==> config.mk <==
export PLATFORM = sky130hd
export DESIGN_NAME = control_sequencer_flat
export DESIGN_NICKNAME = d
export VERILOG_FILES = /design/src/rtl/control_sequencer_if.sv /design/src/rtl/control_sequencer.sv /design/src/flat_wrapper.sv
export SDC_FILE = /design/constraint.sdc
export NUM_CORES = 1
export LEC_CHECK = 0
export ABC_AREA = 1
export CAP_MARGIN = 20
export CORE_ASPECT_RATIO = 0.8
export CORE_MARGIN = 2
export CORE_UTILIZATION = 47
export CTS_BUF_LIST = sky130_fd_sc_hd__clkbuf_8
export DETAILED_ROUTE_END_ITERATION = 8
export PLACE_DENSITY = 0.89
export REMOVE_ABC_BUFFERS = 1
export SLEW_MARGIN = 30
export SYNTH_ARGS = -nofsm -noshare
export SYNTH_HDL_FRONTEND = slang
export SYNTH_SLANG_ARGS = --single-unit
==> constraint.sdc <==
create_clock -name clk -period 1.5 [get_ports clk]
set_input_delay 0.3 -clock clk [delete_from_list [all_inputs] [get_ports clk]]
set_output_delay 0.3 -clock clk [all_outputs]
set_load 0.01 [all_outputs]
==> src/rtl/control_sequencer_if.sv <==
// Signal bundle between control_sequencer (slave) and its datapath/environment (master).
interface control_sequencer_if #(
  parameter int OPW  = 3,
  parameter int CNTW = 8
);
  logic [OPW-1:0]  ir;
  logic            a_not_zero;
  logic            mem_ack;
  logic            io_ready;
  logic            step;
  logic [2:0]      state;
  logic            mem_req;
  logic            ir_load;
  logic            pc_inc;
  logic            pc_load;
  logic            a_dec;
  logic            in_en;
  logic            out_en;
  logic            halted;
  logic            err;
  logic [CNTW-1:0] retired;

  modport master (
    output ir, a_not_zero, mem_ack, io_ready, step,
    input  state, mem_req, ir_load, pc_inc, pc_load, a_dec, in_en, out_en,
           halted, err, retired
  );

  modport slave (
    input  ir, a_not_zero, mem_ack, io_ready, step,
    output state, mem_req, ir_load, pc_inc, pc_load, a_dec, in_en, out_en,
           halted, err, retired
  );
endinterface

==> src/rtl/control_sequencer.sv <==
// Fetch/decode/execute control sequencer for a small accumulator machine.
// Optional single-step parking after each completed instruction: define STEP_MODE_EN.
//
// state   | meaning
// FETCH   | request instruction, wait for mem_ack
// DECODE  | latch opcode, branch
// EXEC    | one-cycle DEC/JNZ
// WAIT_IO | IN/OUT transfer until io_ready
// PAUSE   | parked after completion until step (STEP_MODE_EN only)
// HALT    | absorbing until reset
module control_sequencer #(
  parameter int OPW  = 3,
  parameter int CNTW = 8
) (
  input logic               clk,
  input logic               rst,
  control_sequencer_if.slave bus
);

  typedef enum logic [2:0] {
    FETCH   = 3'b000,
    DECODE  = 3'b001,
    EXEC    = 3'b010,
    WAIT_IO = 3'b011,
    PAUSE   = 3'b100,
    HALT    = 3'b111
  } state_e;

  localparam logic [OPW-1:0] OP_IN  = OPW'(3);
  localparam logic [OPW-1:0] OP_OUT = OPW'(4);
  localparam logic [OPW-1:0] OP_DEC = OPW'(5);
  localparam logic [OPW-1:0] OP_JNZ = OPW'(6);

`ifdef STEP_MODE_EN
  localparam state_e DONE_ST = PAUSE;
`else
  localparam state_e DONE_ST = FETCH;
  logic unused_step;
  assign unused_step = bus.step;
`endif

  state_e          state_q;
  logic [OPW-1:0]  op_q;
  logic [CNTW-1:0] retired_q;
  logic            err_q;
  logic            illegal_ir;

  // Opcodes above 7 only exist when the opcode field is wider than 3 bits.
  generate
    if (OPW > 3) begin : g_wide_op
      assign illegal_ir = |bus.ir[OPW-1:3];
    end else begin : g_narrow_op
      assign illegal_ir = 1'b0;
    end
  endgenerate

  always_ff @(posedge clk or posedge rst) begin
    if (rst) begin
      state_q   <= FETCH;
      op_q      <= '0;
      retired_q <= '0;
      err_q     <= 1'b0;
    end else begin
      case (state_q)
        FETCH: begin
          if (bus.mem_ack) state_q <= DECODE;
        end
        DECODE: begin
          op_q <= bus.ir;
          if (illegal_ir) begin
            err_q   <= 1'b1;
            state_q <= HALT;
          end else begin
            case (bus.ir[2:0])
              3'd3, 3'd4: state_q <= WAIT_IO;
              3'd5, 3'd6: state_q <= EXEC;
              3'd7: begin
                state_q   <= HALT;
                retired_q <= retired_q + CNTW'(1);
              end
              default: begin
                state_q   <= FETCH;
                retired_q <= retired_q + CNTW'(1);
              end
            endcase
          end
        end
        EXEC: begin
          state_q   <= DONE_ST;
          retired_q <= retired_q + CNTW'(1);
        end
        WAIT_IO: begin
          if (bus.io_ready) begin
            state_q   <= DONE_ST;
            retired_q <= retired_q + CNTW'(1);
          end
        end
        PAUSE: begin
`ifdef STEP_MODE_EN
          if (bus.step) state_q <= FETCH;
`else
          state_q <= FETCH;
`endif
        end
        HALT:    state_q <= HALT;
        default: state_q <= FETCH;
      endcase
    end
  end

  // Fetch strobes are masked during reset so a held mem_ack cannot leak through.
  always_comb begin
    bus.mem_req = 1'b0;
    bus.ir_load = 1'b0;
    bus.pc_inc  = 1'b0;
    bus.pc_load = 1'b0;
    bus.a_dec   = 1'b0;
    bus.in_en   = 1'b0;
    bus.out_en  = 1'b0;
    bus.halted  = 1'b0;
    case (state_q)
      FETCH: begin
        bus.mem_req = 1'b1;
        bus.ir_load = bus.mem_ack & ~rst;
        bus.pc_inc  = bus.mem_ack & ~rst;
      end
      EXEC: begin
        bus.a_dec   = (op_q == OP_DEC);
        bus.pc_load = (op_q == OP_JNZ) & bus.a_not_zero;
      end
      WAIT_IO: begin
        bus.in_en  = (op_q == OP_IN);
        bus.out_en = (op_q == OP_OUT);
      end
      HALT:    bus.halted = 1'b1;
      default: ;
    endcase
  end

  assign bus.state   = state_q;
  assign bus.err     = err_q;
  assign bus.retired = retired_q;

endmodule

==> src/flat_wrapper.sv <==
// flat-port wrapper written by rule: the top's interface ports become plain ports
module control_sequencer_flat 
#(
  parameter int OPW  = 3,
  parameter int CNTW = 8
)
  (clk, rst, bus_ir, bus_a_not_zero, bus_mem_ack, bus_io_ready, bus_step, bus_state, bus_mem_req, bus_ir_load, bus_pc_inc, bus_pc_load, bus_a_dec, bus_in_en, bus_out_en, bus_halted, bus_err, bus_retired);
  control_sequencer_if #(.OPW(OPW), .CNTW(CNTW)) bus_i ();
  input logic clk;
  input logic rst;
  input wire logic [$bits(bus_i.ir)-1:0] bus_ir;
  input wire logic [$bits(bus_i.a_not_zero)-1:0] bus_a_not_zero;
  input wire logic [$bits(bus_i.mem_ack)-1:0] bus_mem_ack;
  input wire logic [$bits(bus_i.io_ready)-1:0] bus_io_ready;
  input wire logic [$bits(bus_i.step)-1:0] bus_step;
  output wire logic [$bits(bus_i.state)-1:0] bus_state;
  output wire logic [$bits(bus_i.mem_req)-1:0] bus_mem_req;
  output wire logic [$bits(bus_i.ir_load)-1:0] bus_ir_load;
  output wire logic [$bits(bus_i.pc_inc)-1:0] bus_pc_inc;
  output wire logic [$bits(bus_i.pc_load)-1:0] bus_pc_load;
  output wire logic [$bits(bus_i.a_dec)-1:0] bus_a_dec;
  output wire logic [$bits(bus_i.in_en)-1:0] bus_in_en;
  output wire logic [$bits(bus_i.out_en)-1:0] bus_out_en;
  output wire logic [$bits(bus_i.halted)-1:0] bus_halted;
  output wire logic [$bits(bus_i.err)-1:0] bus_err;
  output wire logic [$bits(bus_i.retired)-1:0] bus_retired;
  assign bus_i.ir = bus_ir;
  assign bus_i.a_not_zero = bus_a_not_zero;
  assign bus_i.mem_ack = bus_mem_ack;
  assign bus_i.io_ready = bus_io_ready;
  assign bus_i.step = bus_step;
  assign bus_state = bus_i.state;
  assign bus_mem_req = bus_i.mem_req;
  assign bus_ir_load = bus_i.ir_load;
  assign bus_pc_inc = bus_i.pc_inc;
  assign bus_pc_load = bus_i.pc_load;
  assign bus_a_dec = bus_i.a_dec;
  assign bus_in_en = bus_i.in_en;
  assign bus_out_en = bus_i.out_en;
  assign bus_halted = bus_i.halted;
  assign bus_err = bus_i.err;
  assign bus_retired = bus_i.retired;
  control_sequencer #(.OPW(OPW), .CNTW(CNTW)) u_core (.clk(clk), .rst(rst), .bus(bus_i));
endmodule
==> results.md <==
* Sw Pwr at 1.02 mW
* Max cap viols at 0
* Met2 WL at 1.31 mm
* Peak VDD IR at 1.79 mV
* CP Capture Type: primary output
* Clock transition at path regs at 0.06 ns
* Pre-CTS setup slack at -0.393 ns
* Vias at 975
* First-pass GRT wire length at 4.37 mm
* Ant. Diodes at 0
* Routed len/inst at 14.0 µm
* Share of layout cells above drive strength 1 at 33.1%
* Final count of pins violating max slew at 0
* CTS tree: built
* # port buffers at 26
* Vias in the first global route at 929
* Buffers & Inverters on Critical Path at 2
* WP data arrival at 1.22 ns
* F_max at 659 MHz
* Synth Cell Area at 880 µm²
* Crit-path leading delay family: flip-flops
* PwrDens at 1760 nW/µm²
* Comb pwr share at 56.8%
* Final nets at 177
* Gpl congestion at 0.825
* Die Span X at 52.4 µm
* CTS Buf Count at 3
* Lkg Pwr at 0.750 nW
* DR iter-0 viols at 31
* Clock sinks at 14
* Total global-route track usage at 27.2%
* Total Wirelength at 2.63 mm
* Uppermost routed layer: met4
* Clock Latency Late Sink at 0.25 ns
* Drt pass-1 iters at 4
* Syn Area/Cell at 7.39 µm²
* CORE AREA at 1690 µm²
* CP Cell Sequence: inv_2, nand3_2, nor2_1, clkdlybuf4s15_2
* Clk_skew at 0.00652 ns
* Detail Route met3 WL at 181 µm
* Seq/Total Area, Yosys at 39.8%
* Max clock buf depth at 2
* Root buf cell: clkbuf_8
* Setup ws final at -0.0174 ns
* Metal-1 WL at 1.04 mm
* P_int at 1.35 mW
* Initial Util at 52.0%
* Run status: finished, violations left
* Flop pwr share at 27.5%
* Post-detail-place hpwl at 1.72 mm
* Area growth syn-to-layout at 52.9%
* #FFs+latches synth at 14
* CP max FO at 3
* Synth unique cells at 23
* I/O Pins at 29
* Syn. warnings at 0
* Final setup violating endpoints at 3
* # H-tree levels at 1
* Final hold vios at 0
* RSZ-0062 raised after global routing: true
* Largest net degree at the start of global routing at 15
* Num rows at 13
* Worst EP required at 1.20 ns
* Post-synth ARST share at 100%
* Final ANT Viol Nets at 0
* Syn Inst Count at 119
* DR DRC count at 0
* Critical-path top delay cell: dfrtp_1
* Chip height at 42.7 µm
* Total power at 2.37 mW
* Antenna violations before repair at 0
* Worst min path class: input port to async pin
* Post-synth EDFFs at 0
* Peak per-stage delay on the critical path at 0.41 ns
* Min Tclk post-route at 1.52 ns
* Aggregate global routing overflow at 0
* Vias per inst at 5.19
* Kind of critical path: register to primary output
* Crit path launch type: register
* Sw Ratio at 43.1%
* Failing checks: setup timing
* Final period util at 101%
* Ys flop type: dfrtp_1
* Die ar. at 2240 µm²
* Clock power frac at 15.7%
* Worst hold margin at 0.402 ns
==> cells by family (layout without fill, tap and decap cells) <==
group | Yosys count | in the layout | share of synthesized area [%]
AND/OR/NAND/NOR | 73 | 73 | 40.4
adder cells (fa/ha/maj) | 1 | 1 | 1.42
flip-flops | 14 | 14 | 39.8
buffers and inverters | 20 | 67 | 10.2
XOR/XNOR | 4 | 4 | 3.98
AO/OA/AOI/OAI | 6 | 6 | 3.70
other | 1 | 1 | 0.426
==> flip-flops by register name (all words and copies together) (netlist names) <==
signal              flops
u_core.bus.retired      8
u_core.bus.state        3
u_core.op_q             3
==> layout make-up <==
cell class,count,area [µm²]
Fill cell,111,347
Tap cell,22,27.5
Sequential cell,14,352
Clock buffer,4,55.1
Multi-Input combinational cell,85,474
Timing Repair Buffer,46,373
Inverter,17,63.8
==> cell usage after synthesis (2+ instances only) <==
cell | number | area (µm²)
nand2_2 | 3 | 18.8
nand3_1 | 14 | 70.1
nor2_1 | 6 | 22.5
xor2_1 | 3 | 26.3
buf_4 | 2 | 15.0
nand2_1 | 39 | 146
inv_1 | 13 | 48.8
o21ai_0 | 5 | 25.0
nand4_1 | 2 | 12.5
dfrtp_1 | 14 | 350
inv_2 | 4 | 15.0
nor4_1 | 3 | 18.8
==> tightest hold or removal path: stages <==
cell,delay (ns)
clkdlybuf4s50_1,0.41
inv_2,0.08
buf_4,0.22
==> layer usage <==
layer | GRT usage (%) | vias to the layer above
met1 | 34.1 | 455
li1 | - | 469
met4 | 11.3 | 0
met2 | 43.0 | 41
met5 | 0 | -
met3 | 8.45 | 10
==> power groups by stage <==
| stage | sequential, mW | combinational (mW) | clock [mW] |
|---|---|---|---|
| final | 0.652 | 1.35 | 0.373 |
| after CTS | 0.640 | 1.31 | 0.371 |
| after global routing | 0.668 | 1.47 | 0.395 |
| after global placement | 0.666 | 1.14 | 0 |
| after floorplan | 0.695 | 0.589 | 0 |
| after detailed placement | 0.678 | 1.18 | 0 |
==> stage by stage <==
step | setup TNS, ns | util, % | instances | cell area (µm²)
after floorplan | 0 | - | 116 | 853
final | -0.0301 | 79.5 | 188 | 1350
after global placement | -1.33 | 73.2 | 177 | 1240
after global routing | -0.331 | 79.5 | 188 | 1350
after detailed placement | -2.12 | 73.2 | 177 | 1240
after CTS | -0.0123 | 78.9 | 187 | 1340
==> repair_timing <==
item | 4_1_cts | 5_1_grt
cloned | 0 | 0
pin swaps | 0 | 1
gates resized for setup | 44 | 6
hold endpoints to repair | 0 | 0
buffers inserted | 6 | 1
hold buffers | 0 | 0
endpoints found under the setup margin | 18 | 10
==> path summary, 6_finish.rpt <==
check | start | to | slack, ns | cells after the start
max | u_core.bus.state[0] | bus_pc_load | -0.02 | 4
min | rst | u_core.op_q[1] | 0.40 | 3
max reg2reg | u_core.bus.state[0] | u_core.bus.retired[7] | 0.07 | 7
min reg2reg | u_core.bus.retired[1] | u_core.bus.retired[1] | 0.57 | 2
max in group asynchronous | rst | u_core.bus.state[1] | 0.90 | 3
min in group clk | u_core.bus.retired[1] | u_core.bus.retired[1] | 0.57 | 2
==> layout by cell type, fill, tap and decap left out, types with 2 or more instances in the layout <==
| cell type | count |
|---|---|
| nand2_1 | 39 |
| buf_4 | 20 |
| dfrtp_1 | 13 |
| nand3_1 | 12 |
| clkdlybuf4s50_1 | 12 |
| inv_1 | 10 |
| inv_2 | 7 |
| nor2_1 | 5 |
| buf_2 | 5 |
| dlygate4sd2_1 | 5 |
| o21ai_0 | 4 |
| clkbuf_8 | 4 |
| nand2_2 | 3 |
| nand3_2 | 3 |
| xor2_1 | 3 |
| nor4_2 | 3 |
| nand4_1 | 2 |
| clkbuf_2 | 2 |
Power figures use the tool's default switching activity.
